==> config.mk <==
export PLATFORM = sky130hd
export DESIGN_NAME = sprite_compositor
export DESIGN_NICKNAME = d
export VERILOG_FILES = /design/src/rtl/sprite_compositor.sv
export SDC_FILE = /design/constraint.sdc
export NUM_CORES = 1
export LEC_CHECK = 0
export ABC_AREA = 1
export BUFFER_PORTS_ARGS = -buffer_cell sky130_fd_sc_hd__clkbuf_2
export CAP_MARGIN = 20
export CORE_UTILIZATION = 30
export CTS_BUF_LIST = sky130_fd_sc_hd__clkbuf_2
export DETAILED_ROUTE_END_ITERATION = 7
export GPL_ROUTABILITY_DRIVEN = 0
export REMOVE_ABC_BUFFERS = 1
export SYNTH_ARGS = -nofsm -noshare
export SYNTH_HDL_FRONTEND = slang
export SYNTH_SLANG_ARGS = --single-unit
==> constraint.sdc <==
create_clock -name clk -period 8.85 [get_ports clk]
set_input_delay 0.4425 -clock clk [delete_from_list [all_inputs] [get_ports clk]]
set_output_delay 0.4425 -clock clk [all_outputs]
set_load 0.03 [all_outputs]
==> src/rtl/sprite_compositor.sv <==
// Purpose : N-channel sprite compositor (priority + transparency, CLUT lookup, per-frame collisions).
// Latency : 3 cycles from inputs to hsync/vsync/bright/RGB outputs; positions update 1 cycle after frame.
// Backpr. : none, it is a free-running pixel pipeline that accepts one pixel per clock.
// Ports   : clk/rst (sync, active-high); frame pulse; raw syncs + bright in; per-sprite drawing
//           flags and colour indices in; register write port (shadow X/Y/enable); CLUT write port;
//           active positions, collision flags and delay-aligned VGA sync/colour out.
module sprite_compositor #(
  parameter int                  N_SPR      = 4,
  parameter int                  CORDW      = 16,
  parameter int                  CIDXW      = 4,
  parameter int                  CHANW      = 4,
  parameter int                  OUT_W      = 8,
  parameter int                  TRANS_INDX = 15,
  parameter logic [3*CHANW-1:0]  BG_COLR    = 'h137
) (
  input  logic                        clk,
  input  logic                        rst,
  input  logic                        frame,
  input  logic                        hsync_in,
  input  logic                        vsync_in,
  input  logic                        bright_in,
  input  logic [N_SPR-1:0]            spr_drawing,
  input  logic [N_SPR*CIDXW-1:0]      spr_pix,
  input  logic                        reg_we,
  input  logic [$clog2(N_SPR)+1:0]    reg_addr,
  input  logic [CORDW-1:0]            reg_wdata,
  input  logic                        clut_we,
  input  logic [CIDXW-1:0]            clut_addr,
  input  logic [3*CHANW-1:0]          clut_wdata,
  output logic [N_SPR*CORDW-1:0]      sprx,
  output logic [N_SPR*CORDW-1:0]      spry,
  output logic [N_SPR-1:0]            coll_status,
  output logic                        vga_hsync,
  output logic                        vga_vsync,
  output logic                        bright,
  output logic [OUT_W-1:0]            vga_r,
  output logic [OUT_W-1:0]            vga_g,
  output logic [OUT_W-1:0]            vga_b
);

  localparam int              AW    = $clog2(N_SPR) + 2;
  localparam logic [CIDXW-1:0] TRANS = CIDXW'(TRANS_INDX);

  // Shadow (CPU-written) and active (frame-latched) sprite registers
  logic [CORDW-1:0] shx_q [N_SPR];
  logic [CORDW-1:0] shy_q [N_SPR];
  logic [CORDW-1:0] acx_q [N_SPR];
  logic [CORDW-1:0] acy_q [N_SPR];
  logic [N_SPR-1:0] shen_q, acen_q;

  logic [3*CHANW-1:0] clut_q [2**CIDXW];

  logic [AW-1:0]      wr_sel;
  logic [N_SPR-1:0]   opq, hit;
  logic [4:0]         n_opq;
  logic [CIDXW-1:0]   s1_idx_d;
  logic [N_SPR-1:0]   coll_acc_q;

  logic [CIDXW-1:0]   s1_idx_q;
  logic               s1_any_q, s2_any_q;
  logic [2:0]         s1_sync_q, s2_sync_q;   // {hsync, vsync, bright}
  logic [3*CHANW-1:0] s2_rgb_q, col_d;

  function automatic logic [OUT_W-1:0] left_align(input logic [CHANW-1:0] c);
    return OUT_W'(c) << (OUT_W - CHANW);
  endfunction

  // Sprite index lives above the 2-bit field; indices >= N_SPR match no sprite below.
  assign wr_sel = reg_addr >> 2;

  for (genvar g = 0; g < N_SPR; g++) begin : g_pos
    assign sprx[g*CORDW +: CORDW] = acx_q[g];
    assign spry[g*CORDW +: CORDW] = acy_q[g];
  end

  always_ff @(posedge clk) begin
    if (rst) begin
      for (int i = 0; i < N_SPR; i++) begin
        shx_q[i] <= '0;
        shy_q[i] <= '0;
        acx_q[i] <= '0;
        acy_q[i] <= '0;
      end
      shen_q <= '0;
      acen_q <= '0;
    end else begin
      if (reg_we) begin
        for (int i = 0; i < N_SPR; i++) begin
          if (wr_sel == AW'(i)) begin
            case (reg_addr[1:0])
              2'd0:    shx_q[i]  <= reg_wdata;
              2'd1:    shy_q[i]  <= reg_wdata;
              2'd2:    shen_q[i] <= reg_wdata[0];
              default: ;
            endcase
          end
        end
      end
      // Active takes the pre-write shadow, so a write coinciding with frame waits a frame.
      if (frame) begin
        for (int i = 0; i < N_SPR; i++) begin
          acx_q[i] <= shx_q[i];
          acy_q[i] <= shy_q[i];
        end
        acen_q <= shen_q;
      end
    end
  end

  // Opacity, lowest-index-wins priority and overlap count
  always_comb begin
    opq      = '0;
    n_opq    = '0;
    s1_idx_d = '0;
    for (int i = 0; i < N_SPR; i++) begin
      opq[i] = acen_q[i] & spr_drawing[i] & (spr_pix[i*CIDXW +: CIDXW] != TRANS);
      n_opq  = n_opq + 5'(opq[i]);
    end
    for (int i = N_SPR - 1; i >= 0; i--) begin
      if (opq[i]) s1_idx_d = spr_pix[i*CIDXW +: CIDXW];
    end
    hit = opq & {N_SPR{n_opq >= 5'd2}};
  end

  // CLUT: no reset, read-old-data on a same-cycle address collision
  always_ff @(posedge clk) begin
    if (clut_we && !rst) clut_q[clut_addr] <= clut_wdata;
  end

  always_comb begin
    col_d = s2_any_q ? s2_rgb_q : BG_COLR;
    if (!s2_sync_q[0]) col_d = '0;
  end

  always_ff @(posedge clk) begin
    if (rst) begin
      s1_idx_q    <= '0;
      s1_any_q    <= 1'b0;
      s1_sync_q   <= '0;
      s2_rgb_q    <= '0;
      s2_any_q    <= 1'b0;
      s2_sync_q   <= '0;
      vga_hsync   <= 1'b0;
      vga_vsync   <= 1'b0;
      bright      <= 1'b0;
      vga_r       <= '0;
      vga_g       <= '0;
      vga_b       <= '0;
      coll_acc_q  <= '0;
      coll_status <= '0;
    end else begin
      s1_idx_q  <= s1_idx_d;
      s1_any_q  <= |opq;
      s1_sync_q <= {hsync_in, vsync_in, bright_in};
      s2_rgb_q  <= clut_q[s1_idx_q];
      s2_any_q  <= s1_any_q;
      s2_sync_q <= s1_sync_q;
      vga_hsync <= s2_sync_q[2];
      vga_vsync <= s2_sync_q[1];
      bright    <= s2_sync_q[0];
      vga_r     <= left_align(col_d[3*CHANW-1 -: CHANW]);
      vga_g     <= left_align(col_d[2*CHANW-1 -: CHANW]);
      vga_b     <= left_align(col_d[CHANW-1   -: CHANW]);
      // Frame-cycle hits belong to the frame that is starting.
      if (frame) begin
        coll_status <= coll_acc_q;
        coll_acc_q  <= hit;
      end else begin
        coll_acc_q  <= coll_acc_q | hit;
      end
    end
  end

endmodule

== Word-level counts from Yosys, hierarchy flattened ==
Memories as Yosys holds them, arrays and structs flattened. A register that Yosys moved wholly into a read port is not among the register bits.
Index checks and enable logic that the tools add are counted.

* Bits in registers: 55
* Bits in latches: 0
* RAM bits: 448
* Memory bits (read-only): 0
* Logic and storage cells: 144
* Memories kept: 5

{| class="wikitable"
|+ Memories
! name !! depth !! width !! rd ports !! clocked after memory_dff !! wr ports !! line !! text
|-
| clut_q || 16 || 12 || 1 || 1 || 1 || 51 || <nowiki>logic [3*CHANW-1:0] clut_q [2**CIDXW];</nowiki>
|-
| acx_q || 4 || 16 || 4 || 0 || 4 || 47 || <nowiki>logic [CORDW-1:0] acx_q [N_SPR];</nowiki>
|-
| acy_q || 4 || 16 || 4 || 0 || 4 || 48 || <nowiki>logic [CORDW-1:0] acy_q [N_SPR];</nowiki>
|-
| shx_q || 4 || 16 || 4 || 0 || 4 || 45 || <nowiki>logic [CORDW-1:0] shx_q [N_SPR];</nowiki>
|-
| shy_q || 4 || 16 || 4 || 0 || 4 || 46 || <nowiki>logic [CORDW-1:0] shy_q [N_SPR];</nowiki>
|}

* Add/subtract/negate cells: 3
* Multiply operators: 0
* Divide/modulo/power cells: 0
* Order comparisons: 1
* Eq/ne operators: 9
* Shift operators: 0
* Multiplexer cells: 63
* Bitwise gates (word level): 28
* Reduce and logical (&&, ||, !) cells: 11

{| class="wikitable"
|+ Operators by type and width
! operator !! count
|-
| $mux W16 || 16
|-
| $mux W1 || 41
|-
| $mux W4 || 5
|-
| $ne A4 B4 Y1 const B || 4
|-
| $or A1 B1 Y1 || 16
|-
| $mux W12 || 1
|-
| $reduce_and A3 Y1 || 4
|-
| $and A1 B1 Y1 || 8
|-
| $eq A2 B2 Y1 const B || 3
|-
| $add A3 B1 Y4 || 1
|-
| $and A4 B4 Y4 || 1
|-
| $eq A2 B1 Y1 const B || 2
|-
| $ge A4 B2 Y1 const B || 1
|-
| $logic_not A4 Y1 || 1
|-
| $or A4 B4 Y4 || 1
|-
| $reduce_or A4 Y1 || 1
|-
| $add A2 B1 Y3 || 1
|-
| $reduce_or A3 Y1 || 1
|-
| $add A1 B1 Y2 || 1
|-
| $logic_not A2 Y1 || 1
|-
| $not A1 Y1 || 2
|-
| $reduce_or A2 Y1 || 1
|-
| $logic_and A1 B1 Y1 || 1
|-
| $logic_not A1 Y1 || 1
|}

== Longest topological paths before layout ==
Gate-level depths: netlist of the first run.

* Depth in word-level cells: 9
* Mapped depth: 9
* Mapped depth without buffers: 8

== Worst setup path before layout of the first run ==
Ideal clock, no wire load.

* Path kind: input -> register
* Start: in frame
* End: mem acx_q[0][0] (enable)
* Library setup time: 0.481 ns
* Arrival time: 3.292 ns
* Path slack: 5.076 ns
* Cell stages on the path: 3
* Path buffers: 1
* Cells stage by stage: clkbuf_1 -> nor2_1 -> inv_1

{| class="wikitable"
|+ RTL lines
! element !! line !! text
|-
| start, declared || 18 || <nowiki>input logic frame,</nowiki>
|-
| end, declared || 47 ||
|}

== Worst setup path in the final report of the first run ==
* Start: reg acen_q[1]
* End: reg coll_acc_q[2]

* Cells in the longest elaborated chain, start to end: 9

{| class="wikitable"
|+ RTL lines
! element !! line !! text
|-
| start, declared || 49 || <nowiki>logic [N_SPR-1:0] shen_q, acen_q;</nowiki>
|-
| start signal, assigned || 105 || <nowiki>acen_q <= shen_q;</nowiki>
|-
| $and A1 B1 Y1 (*) (2 in series) || 116 || <nowiki>opq[i] = acen_q[i] & spr_drawing[i] & (spr_pix[i*CIDXW +: CIDXW] != TRANS);</nowiki>
|-
| $add A1 B1 Y2 (*) || 117 || <nowiki>n_opq = n_opq + 5'(opq[i]);</nowiki>
|-
| $add A2 B1 Y3 (*) || 117 ||
|-
| $add A3 B1 Y4 (*) || 117 ||
|-
| $ge A4 B2 Y1 (*) || 122 || <nowiki>hit = opq & {N_SPR{n_opq >= 5'd2}};</nowiki>
|-
| $and A4 B4 Y4 (*) || 122 ||
|-
| $or A4 B4 Y4 || 169 || <nowiki>coll_acc_q <= coll_acc_q | hit;</nowiki>
|-
| $mux W4 (*) || 165 || <nowiki>if (frame) begin</nowiki>
|-
| end signal, assigned || 167 || <nowiki>coll_acc_q <= hit;</nowiki>
|-
| end signal, assigned || 169 ||
|-
| end, declared || 57 || <nowiki>logic [N_SPR-1:0] coll_acc_q;</nowiki>
|}

Every way passes the cells marked *; elsewhere a longest branch is shown, timed or not.
A chain may end at the register's enable or synchronous reset.

==> results.yml, run 1 <==
status:
  outcome: "complete, no violations"
critical_path:
  cpMaxStageDelayCell: "dlygate4sd3_1"
  crit_required_ps: 9880
  cp_top_family: "buffers and inverters"
  cp.arrival_ps: 4080
  crit_start: "acen_q[1]"
  worstPathCellList: "nand3_1, dlygate4sd3_1, inv_1, fa_1, a31o_2, dlygate4sd3_1, nand2_1, o21ai_0"
  endpoint: "coll_acc_q[2]"
  cp.depth: 8
  slowest_delay_ps: 660
  timing.rr.end: "coll_acc_q[2]"
  r2r_start: "acen_q[1]"
  crit_buf_inv: 3
  crit_type: "reg2reg"
  crit_top_cell: "dlygate4sd3_1"
  critPathCaptureType: "register"
  cp_max_fo: 6
  reg2reg_depth: 8
  critPathLaunchType: "register"
  r2r_setup_slack_ps: 5800
floorplan:
  initial_core_util_pct: 30.4
  rows: 93
  die-area_um2: 66400
  core-area_um2: 64600
  ioPinCount: 223
  die_h_um: 258
  die_w_um: 258
power:
  vdd_drop_max_uv: 107
  leakage_nw: 10.5
  power.density_nw_per_um2: 196
clock_network:
  clkSinkCount: 503
  root_buffer: "clkbuf_2"
  cts_inserted_buffers: 120
  cts.clk_slew.worst_paths_ps: 110
  cts_buffer_depth: 3
  cts_resized: 0
  htreeDepth: 3
  cts_tree: "done"
  clk-insertion-delay-late_ps: 1170
detailed_routing:
  drtIter0Drc: 1014
  antenna_left: 0
  dr.pass1.iters: 5
  vias: 13200
  finalWirelength_um: 47200
  vias_per_cell: 4.34
  wl_per_cell_um: 15.5
  drcViolationCount: 0
synthesis:
  synth_top_area_share_pct: 68.6
  synth_cells: 1730
  seq_area_frac_synth_pct: 74.2
  synth_area_per_cell_um2: 11.3
  syn_area_um2: 19600
  yosys_register_bits: 503
  synth_area_leaders: "edfxtp_1 (69%), nand2_1 (6.7%), nor2_1 (5.6%), dfxtp_1 (5.6%), inv_1 (5.6%)"
  ys_types: 25
  yosysTopAreaCell: "edfxtp_1"
  ys_warn_count: 0
global_routing:
  met2_usage_pct: 23.1
  globalRoute.busiestLayer: "met2"
  overflow: 0
  grt_pass1_vias: 12700
  antenna_found_initial: 2
  grt_max_degree: 87
  met1_usage_pct: 18.0
  grt_pass1_wl_um: 70900
  grtUsageMet3_pct: 3.33
  grtUsageTotal_pct: 14.0
timing:
  worst_slack_ps: 5800
  max_freq_mhz: 327
  layout_min_cycle_time_ps: 3050
  skew_ps: 92.3
  hold_viol_final: 0
  post-route-period-util_pct: 34.5
  rsz0062_at_grt: "no"
  worstMarginPinSlew_ps: 1080
  tns_ps: 0
  slew_violations: 0
  hold_ws_ps: 185
  max_slew_margin_pct: 28.0
  final-setup-viol-count: 0
place:
  postPlaceCellArea_um2: 21500
  pre_cts_ws_ps: 4820
  portBuffers: 210
  placed_cells: 2744
  hpwl_um: 29000
final_layout:
  multi_input_area_um2: 3590
  fin_nets: 2162
  drive_gt1_share_pct: 19.7
  stdcell_count: 3051
  fillCellCount: 6349
  syn2layout_area_growth_pct: 20.2
  stdcell_area_um2: 23600
  ff_latch_area_um2: 14600
job:
  drv_cap: 0
min_path:
  hp-class: "in2reg"
  min_from: "reg_addr[1]"
how the worst min path moves through the flow:
stage,to,slack (ps),cells past startpoint
floorplan,s2_any_q,390,2
global placement,s2_sync_q[1],400,2
detailed placement,s2_sync_q[1],400,2
CTS,shy_q[0][12],50,4
global route,s1_idx_q[1],80,4
finish,shy_q[0][1],180,4
cell usage after synthesis:
| master | instances |
|---|---|
| nor3_4 | 2 |
| clkinv_1 | 1 |
| ha_1 | 1 |
| o21ai_0 | 9 |
| nand3b_1 | 4 |
| inv_1 | 291 |
| a31o_2 | 1 |
| clkbuf_1 | 18 |
| buf_4 | 14 |
| nor2_1 | 294 |
| buf_6 | 4 |
| buf_2 | 36 |
| dfxtp_1 | 55 |
| conb_1 | 1 |
| nor4_1 | 1 |
| a21oi_1 | 26 |
| nand4_1 | 7 |
| edfxtp_1 | 448 |
| nor3_1 | 1 |
| buf_1 | 9 |
| a31oi_1 | 1 |
| fa_1 | 1 |
| nand2_1 | 351 |
| nand3_1 | 153 |
| inv_2 | 1 |
kinds of logic (layout without fill, tap and decap cells):
group	count (synthesis)	count (layout)	share of synthesized area, %
fa+ha+maj	2	2	0.166
flops	503	503	74.2
other cells	1	16	0.0191
compound gates	37	37	0.969
simple gates	813	813	16.8
buf+inv	374	825	7.81
layout make-up:
cell class / count / share of cell area, %
Multi-Input combinational cell: 864 / 15.2
Clock buffer: 168 / 3.57
Antenna cell: 4 / 0.0424
Tap cell: 855 / 4.54
Sequential cell: 503 / 61.7
Clock inverter: 50 / 1.50
Timing Repair Buffer: 314 / 8.75
Inverter: 293 / 4.68
timing repair:
action                                 in CTS  in global routing
endpoints found under the hold margin     536                  0
setup buffers                               0                  0
hold buffers                               82                  0
routing by layer:
layer / share of wire, % / vias up / wire (um)
met4: 2.4 / 0 / 1130
met1: 42 / 6235 / 20100
met3: 7.7 / 102 / 3620
li1: - / 6333 / -
met2: 47 / 565 / 22400
met5: 0 / - / 0
per-stage QoR:
step / total power, mW / util (%)
finish: 4.62 / 36.5
global route: 4.83 / 36.5
CTS: 4.67 / 36.4
detailed placement: 3.05 / 33.3
global placement: 3.04 / 33.3
floorplan: 2.92 / -
placed cells by master, fill, tap and decap left out, types with 9 or more instances in the layout:
| cell | instances |
|---|---|
| clkinv_1 | 31 |
| inv_1 | 289 |
| buf_4 | 19 |
| nand3_1 | 153 |
| conb_1 | 12 |
| dfxtp_1 | 54 |
| nor2_1 | 291 |
| edfxtp_1 | 448 |
| clkbuf_2 | 378 |
| clkinv_2 | 11 |
| a21oi_1 | 26 |
| dlygate4sd3_1 | 82 |
| nand2_1 | 350 |
| o21ai_0 | 9 |
power breakdown:
part,internal [mW],total [mW],leakage [nW],switching (mW)
registers,2.67,2.71,4.83,0.0316
clock network,0.669,1.60,0.863,0.936
logic,0.0786,0.308,4.79,0.230
total,3.42,4.62,10.5,1.20
tightest hold or removal path: cells and delay by family:
family / cells / cell delay [ps]
buffers and inverters: 1 / 150
and+or+nand+nor: 3 / 580
registers in the layout, summed over array words and instances, names as in the netlist:
signal	flops
acen_q	4
s1_any_q	1
shen_q	4
shx_q	64
vga_hsync	1
vga_b	4
coll_acc_q	4
s1_idx_q	4
s2_sync_q	3
vga_r	4
acx_q	64
coll_status	4
s2_any_q	1
clut_q	192
shy_q	64
bright	1
vga_g	4
s1_sync_q	3
vga_vsync	1
s2_rgb_q	12
acy_q	64
No activity file was read; power rests on OpenSTA's default activity.
==> run 2, diff against run 1 <==
Settings changed: ABC_AREA 1 to 0.
Clock period 8.85 ns to 2.6 ns, I/O delays scaled along.
==> run 2 against run 1 <==
Net effect:
- the flow now finishes with violations (negative setup slack)
- clock-buffer cell count grew 24
- final area is 2.1% higher
- flip-flop and latch count did not move
- largest cell class unchanged
- highest routed layer unchanged
==> results.yml, run 2 <==
timing:
  hold_viol_final: 0
  final-setup-viol-count: 7
  worstMarginPinSlew_ps: 863
  post-route-period-util_pct: 100
  max_slew_margin_pct: 42.3
  skew_ps: 94.2
  layout_min_cycle_time_ps: 2610
  rsz0062_at_grt: "no"
  worst_slack_ps: -7.94
  slew_violations: 0
  max_freq_mhz: 383
synthesis:
  yosysTopAreaCell: "edfxtp_1"
  async_flop_share_pct: 0
  synth_area_leaders: "edfxtp_1 (70%), and2_1 (8.4%), dfxtp_1 (5.8%), mux2i_1 (4.8%), a22oi_1 (1.6%)"
  yosysMostFrequentCell: "edfxtp_1"
  seq_area_frac_synth_pct: 76.2
  synth_top_flop_cell: "edfxtp_1"
  synth_cells: 1173
  synth_edf_count: 448
  ys_types: 46
  synth_area_per_cell_um2: 16.3
  synth_commonest_cells: "edfxtp_1 (448), and2_1 (257), mux2i_1 (91), dfxtp_1 (55), a22oi_1 (41)"
  synth_top_area_share_pct: 70.4
  syn_area_um2: 19100
  yosys_register_bits: 503
  ys_warn_count: 0
floorplan:
  die_w_um: 254
  die_h_um: 254
  initial_core_util_pct: 30.3
  ioPinCount: 223
  die-area_um2: 64700
  core-area_um2: 63000
  rows: 92
detailed_routing:
  vias_per_cell: 4.42
  dr.pass1.iters: 7
  drcViolationCount: 0
  wl_per_cell_um: 18.5
  antenna_left: 0
  finalWirelength_um: 48300
  drtIter0Drc: 932
  vias: 11600
place:
  pre_cts_ws_ps: 537
  postPlaceCellArea_um2: 21300
  hpwl_um: 30300
  portBuffers: 210
critical_path:
  crit_required_ps: 3390
  crit_buf_inv: 5
  critPathCaptureType: "register"
  critPathLaunchType: "input pin"
  cp_max_fo: 12
  crit_top_cell: "dlygate4sd3_1"
  worstPathCellList: "dlygate4sd3_1, clkbuf_2, nand2b_1, or3b_1, nor3_1, dlygate4sd3_1, buf_4, dlygate4sd3_1"
  cp_top_family: "buffers and inverters"
  slowest_delay_ps: 940
  cpMaxStageDelayCell: "dlygate4sd3_1"
  cp.arrival_ps: 3400
  crit_type: "in2reg"
global_routing:
  antenna_found_initial: 3
  grt_max_degree: 129
  grt_pass1_wl_um: 71500
  overflow: 0
  grtUsageTotal_pct: 15.1
  grt_pass1_vias: 11900
clock_network:
  cts_buffer_depth: 3
  clk-insertion-delay-late_ps: 1220
  cts.clk_slew.worst_paths_ps: 90
  cts_tree: "done"
  clkSinkCount: 503
  cts_inserted_buffers: 136
  htreeDepth: 4
  root_buffer: "clkbuf_2"
final_layout:
  final_common_cell: "edfxtp_1"
  final_cell_mix: "edfxtp_1 (448), clkbuf_2 (402), and2_1 (257)"
  stdcell_area_um2: 24100
  drive_gt1_share_pct: 28.0
  regMostFlops: "clut_q"
  largest_register_ffs: 192
  final_core_util_pct: 38.3
  fin_nets: 1722
  syn2layout_area_growth_pct: 26.1
  fillCellCount: 5982
power:
  vdd_drop_max_uv: 353
  leakage_nw: 9.13
  power.density_nw_per_um2: 676
min_path:
  hp-class: "in2reg"
status:
  violations: "negative setup slack"
  outcome: "finished with violations"
job:
  drv_cap: 0
[run 2: changes by cell type in the layout (fill, tap and decap cells not counted), sizes merged, moves of 24 or more]
cell         previous run  this run
and2                    0       257
mux2i                   0        91
nand3                 153        22
inv                   291        16
a22oi                   0        41
nand2                 351        29
nor2                  294        34
buf                    22        46
clkbuf                378       402
dlygate4sd3            82       145
[run 2: area by class of cell]
class | count | area [um2] | share of cell area [%]
clock buffer | 192 | 961 | 3.99
multi-input combinational | 600 | 4150 | 17.2
clock inverter | 54 | 398 | 1.65
antenna | 3 | 7.51 | 0.0312
timing repair buffer | 401 | 2900 | 12.0
inverter | 14 | 55.1 | 0.229
tap | 846 | 1060 | 4.40
sequential | 503 | 14600 | 60.5
[run 2: layer usage]
| layer | global-route usage [%] | routed length [um] | vias to the layer above |
|---|---|---|---|
| met5 | 0 | 0 | - |
| met1 | 18.7 | 20200 | 5648 |
| li1 | - | - | 5339 |
| met2 | 24.6 | 23300 | 488 |
| met3 | 4.40 | 3670 | 83 |
| met4 | 6.66 | 1110 | 0 |
[run 2: worst register-to-register path, delay by kind of cell, from the launching register on]
kind,cells,cell delay [ps]
buffers and inverters,3,1380
AO/OA/AOI/OAI,1,230
flip-flops,1,460
AND/OR/NAND/NOR,2,370
[run 2: cells by family (layout without fill, tap and decap cells)]
kind of cell,after synthesis,after routing,share of synthesized area (%)
buffers and inverters,81,661,2.38
AND/OR/NAND/NOR,401,401,12.6
multiplexers,98,98,5.59
AO/OA/AOI/OAI,87,87,3.06
flip-flops,503,503,76.2
adder cells (fa/ha/maj),2,2,0.170
other,1,15,0.0196
[run 2: final timing paths]
kind	from	end	slack, ps	cells after the start
worst max-delay path	rst	clut_q[8][10]	-8	8
worst min-delay path	spr_drawing[1]	s1_idx_q[3]	200	6
worst max register to register	acen_q[0]	s1_idx_q[1]	100	6
worst min register to register	s2_sync_q[2]	vga_hsync	410	1
[run 2: power breakdown]
group | switching (mW) | internal [mW]
clock | 3.31 | 2.62
combinational | 0.796 | 0.363
sequential | 0.0922 | 9.11
total | 4.19 | 12.1
[run 2: through the flow]
stage	TNS, ps	instances	power (mW)	hold WS, ps
after global routing	0	2613	17.0	76.3
final	-28.2	2613	16.3	205
after detailed placement	0	2219	10.4	347
after floorplan	-171120	1117	9.91	199
after global placement	0	2219	10.4	340
after CTS	0	2611	16.5	1.01
[run 2: timing repair]
| action | 4_1_cts | 5_1_grt |
|---|---|---|
| hold endpoints to repair | 826 | 0 |
| gates resized for setup | 0 | 1 |
| hold buffers | 146 | 0 |
| setup endpoints to repair | 0 | 1 |
| buffers inserted | 0 | 0 |
==> run 3, diff against run 2 <==
Settings changed: MAX_ROUTING_LAYER set to met4.
==> run 3 against run 2 <==
Net effect:
- the run still ends with negative setup slack left
- global-route usage increased by 0.48 points
- final cell count unchanged
- first-iteration DRC count decreased by 8.3%
- setup slack improved by 3.8 ps
- sequential power about the same
- die area unchanged
- final area unchanged
- non-clock buffer count unchanged
- sequential share of layout area unchanged
- clock skew decreased by 1.7 ps
- critical path depth increased by 1
- largest cell class unchanged
==> results.yml, run 3 (synthesis results as in run 2) <==
place:
  portBuffers: 210
  pre_cts_ws_ps: 537
  hpwl_um: 30300
detailed_routing:
  drtIter0Drc: 855
  dr.pass1.iters: 5
  drcViolationCount: 0
  finalWirelength_um: 48400
  vias: 11500
  wl_per_cell_um: 18.5
  antenna_left: 0
  vias_per_cell: 4.41
timing:
  max_slew_margin_pct: 41.7
  layout_min_cycle_time_ps: 2600
  worst_slack_ps: -4.11
  final-setup-viol-count: 1
  worstMarginPinSlew_ps: 872
  rsz0062_at_grt: "no"
  tns_ps: -4.11
  skew_ps: 92.5
  max_freq_mhz: 384
  post-route-period-util_pct: 100
  hold_viol_final: 0
  slew_violations: 0
status:
  violations: "negative setup slack"
  outcome: "finished with violations"
global_routing:
  grt_pass1_vias: 11900
  grt_max_degree: 129
  antenna_found_initial: 3
  grt_pass1_wl_um: 71500
  overflow: 0
  grtUsageTotal_pct: 15.6
final_layout:
  final_common_cell: "edfxtp_1"
  fin_nets: 1722
  largest_register_ffs: 192
  regMostFlops: "clut_q"
  fillCellCount: 5979
  final_cell_mix: "edfxtp_1 (448), clkbuf_2 (402), and2_1 (257)"
  drive_gt1_share_pct: 28.0
  syn2layout_area_growth_pct: 26.1
clock_network:
  root_buffer: "clkbuf_2"
  cts_tree: "done"
  clkSinkCount: 503
  postCtsSetupRepairBufs: 0
  cts_inserted_buffers: 136
  cts_buffer_depth: 3
  cts.clk_slew.worst_paths_ps: 100
  clk-insertion-delay-late_ps: 1170
  htreeDepth: 4
power:
  switchingPower_mw: 4.19
  power.density_nw_per_um2: 676
  leakage_nw: 9.13
  vdd_drop_max_uv: 353
  netSwitchingFraction_pct: 25.7
  clock_power_share_pct: 36.4
  seqPwrFrac_pct: 56.5
  combPwrFrac_pct: 7.1
  cellInternalPower_mw: 12.1
critical_path:
  critPathCaptureType: "register"
  critPathLaunchType: "input pin"
  crit_start: "spr_pix[1]"
  crit_required_ps: 3670
  crit_type: "in2reg"
  r2r_start: "acen_q[0]"
  cp_max_fo: 8
  cp.arrival_ps: 3680
floorplan:
  ioPinCount: 223
  core-area_um2: 63000
  rows: 92
  die_w_um: 254
  die-area_um2: 64700
  die_h_um: 254
  initial_core_util_pct: 30.3
job:
  drv_cap: 0
min_path:
  min_from: "spr_drawing[1]"
  hp-class: "in2reg"
[run 3: cell counts in the layout (fill, tap and decap cells not counted)]
Identical to the previous run, type by type.
[run 3: worst max-delay path, stage by stage]
cell	delay (ps)
dlygate4sd3_1	530
clkbuf_2	140
dlygate4sd3_1	730
nand4_1	130
nand3_1	260
clkinv_1	290
a32o_1	330
dlygate4sd3_1	550
dlygate4sd3_1	570
[run 3: metrics by stage]
stage,cell area [um2],utilization [%],hold slack (ps),cells,power (mW)
global route,24100,38.3,72.1,2613,17.0
finish,24100,38.3,210,2613,16.3
floorplan,18700,-,199,1117,9.91
detailed placement,21300,33.8,347,2219,10.4
CTS,24100,38.3,1.01,2611,16.5
global placement,21300,33.8,340,2219,10.4
[run 3: final timing paths]
check	end	slack, ps	depth (start not counted)
max	s1_idx_q[1]	-4	9
min	s1_idx_q[3]	210	6
max reg2reg	s1_idx_q[1]	120	6
min reg2reg	vga_hsync	410	1
[run 3: power by group through the flow]
| stage | Clock (mW) | Sequential (mW) | Combinational (mW) |
|---|---|---|---|
| after floorplan | 0 | 9.67 | 0.239 |
| after global placement | 0 | 9.38 | 0.991 |
| after detailed placement | 0 | 9.39 | 1.00 |
| after CTS | 6.16 | 9.20 | 1.17 |
| after global routing | 6.57 | 9.23 | 1.23 |
| final | 5.92 | 9.20 | 1.16 |
[run 3: area by class of cell]
class | instances | area, um2 | share of cell area [%]
Antenna cell | 3 | 7.51 | 0.0312
Clock buffer | 192 | 961 | 3.99
Clock inverter | 54 | 398 | 1.65
Inverter | 14 | 55.1 | 0.229
Multi-Input combinational cell | 600 | 4150 | 17.2
Sequential cell | 503 | 14600 | 60.5
Tap cell | 846 | 1060 | 4.40
Timing Repair Buffer | 401 | 2900 | 12.0
[run 3: routing by layer]
layer | share of wire [%] | global-route usage [%] | vias to the layer above
met5 | 0 | - | -
li1 | - | - | 5338
met1 | 42 | 18.7 | 5635
met3 | 7.4 | 4.43 | 91
met4 | 2.4 | 6.61 | 0
met2 | 48 | 24.6 | 461
[run 3: timing repair]
action	4_1_cts	5_1_grt
endpoints found under the hold margin	826	0
resized for setup	0	1
endpoints found under the setup margin	0	1
hold buffers	146	0
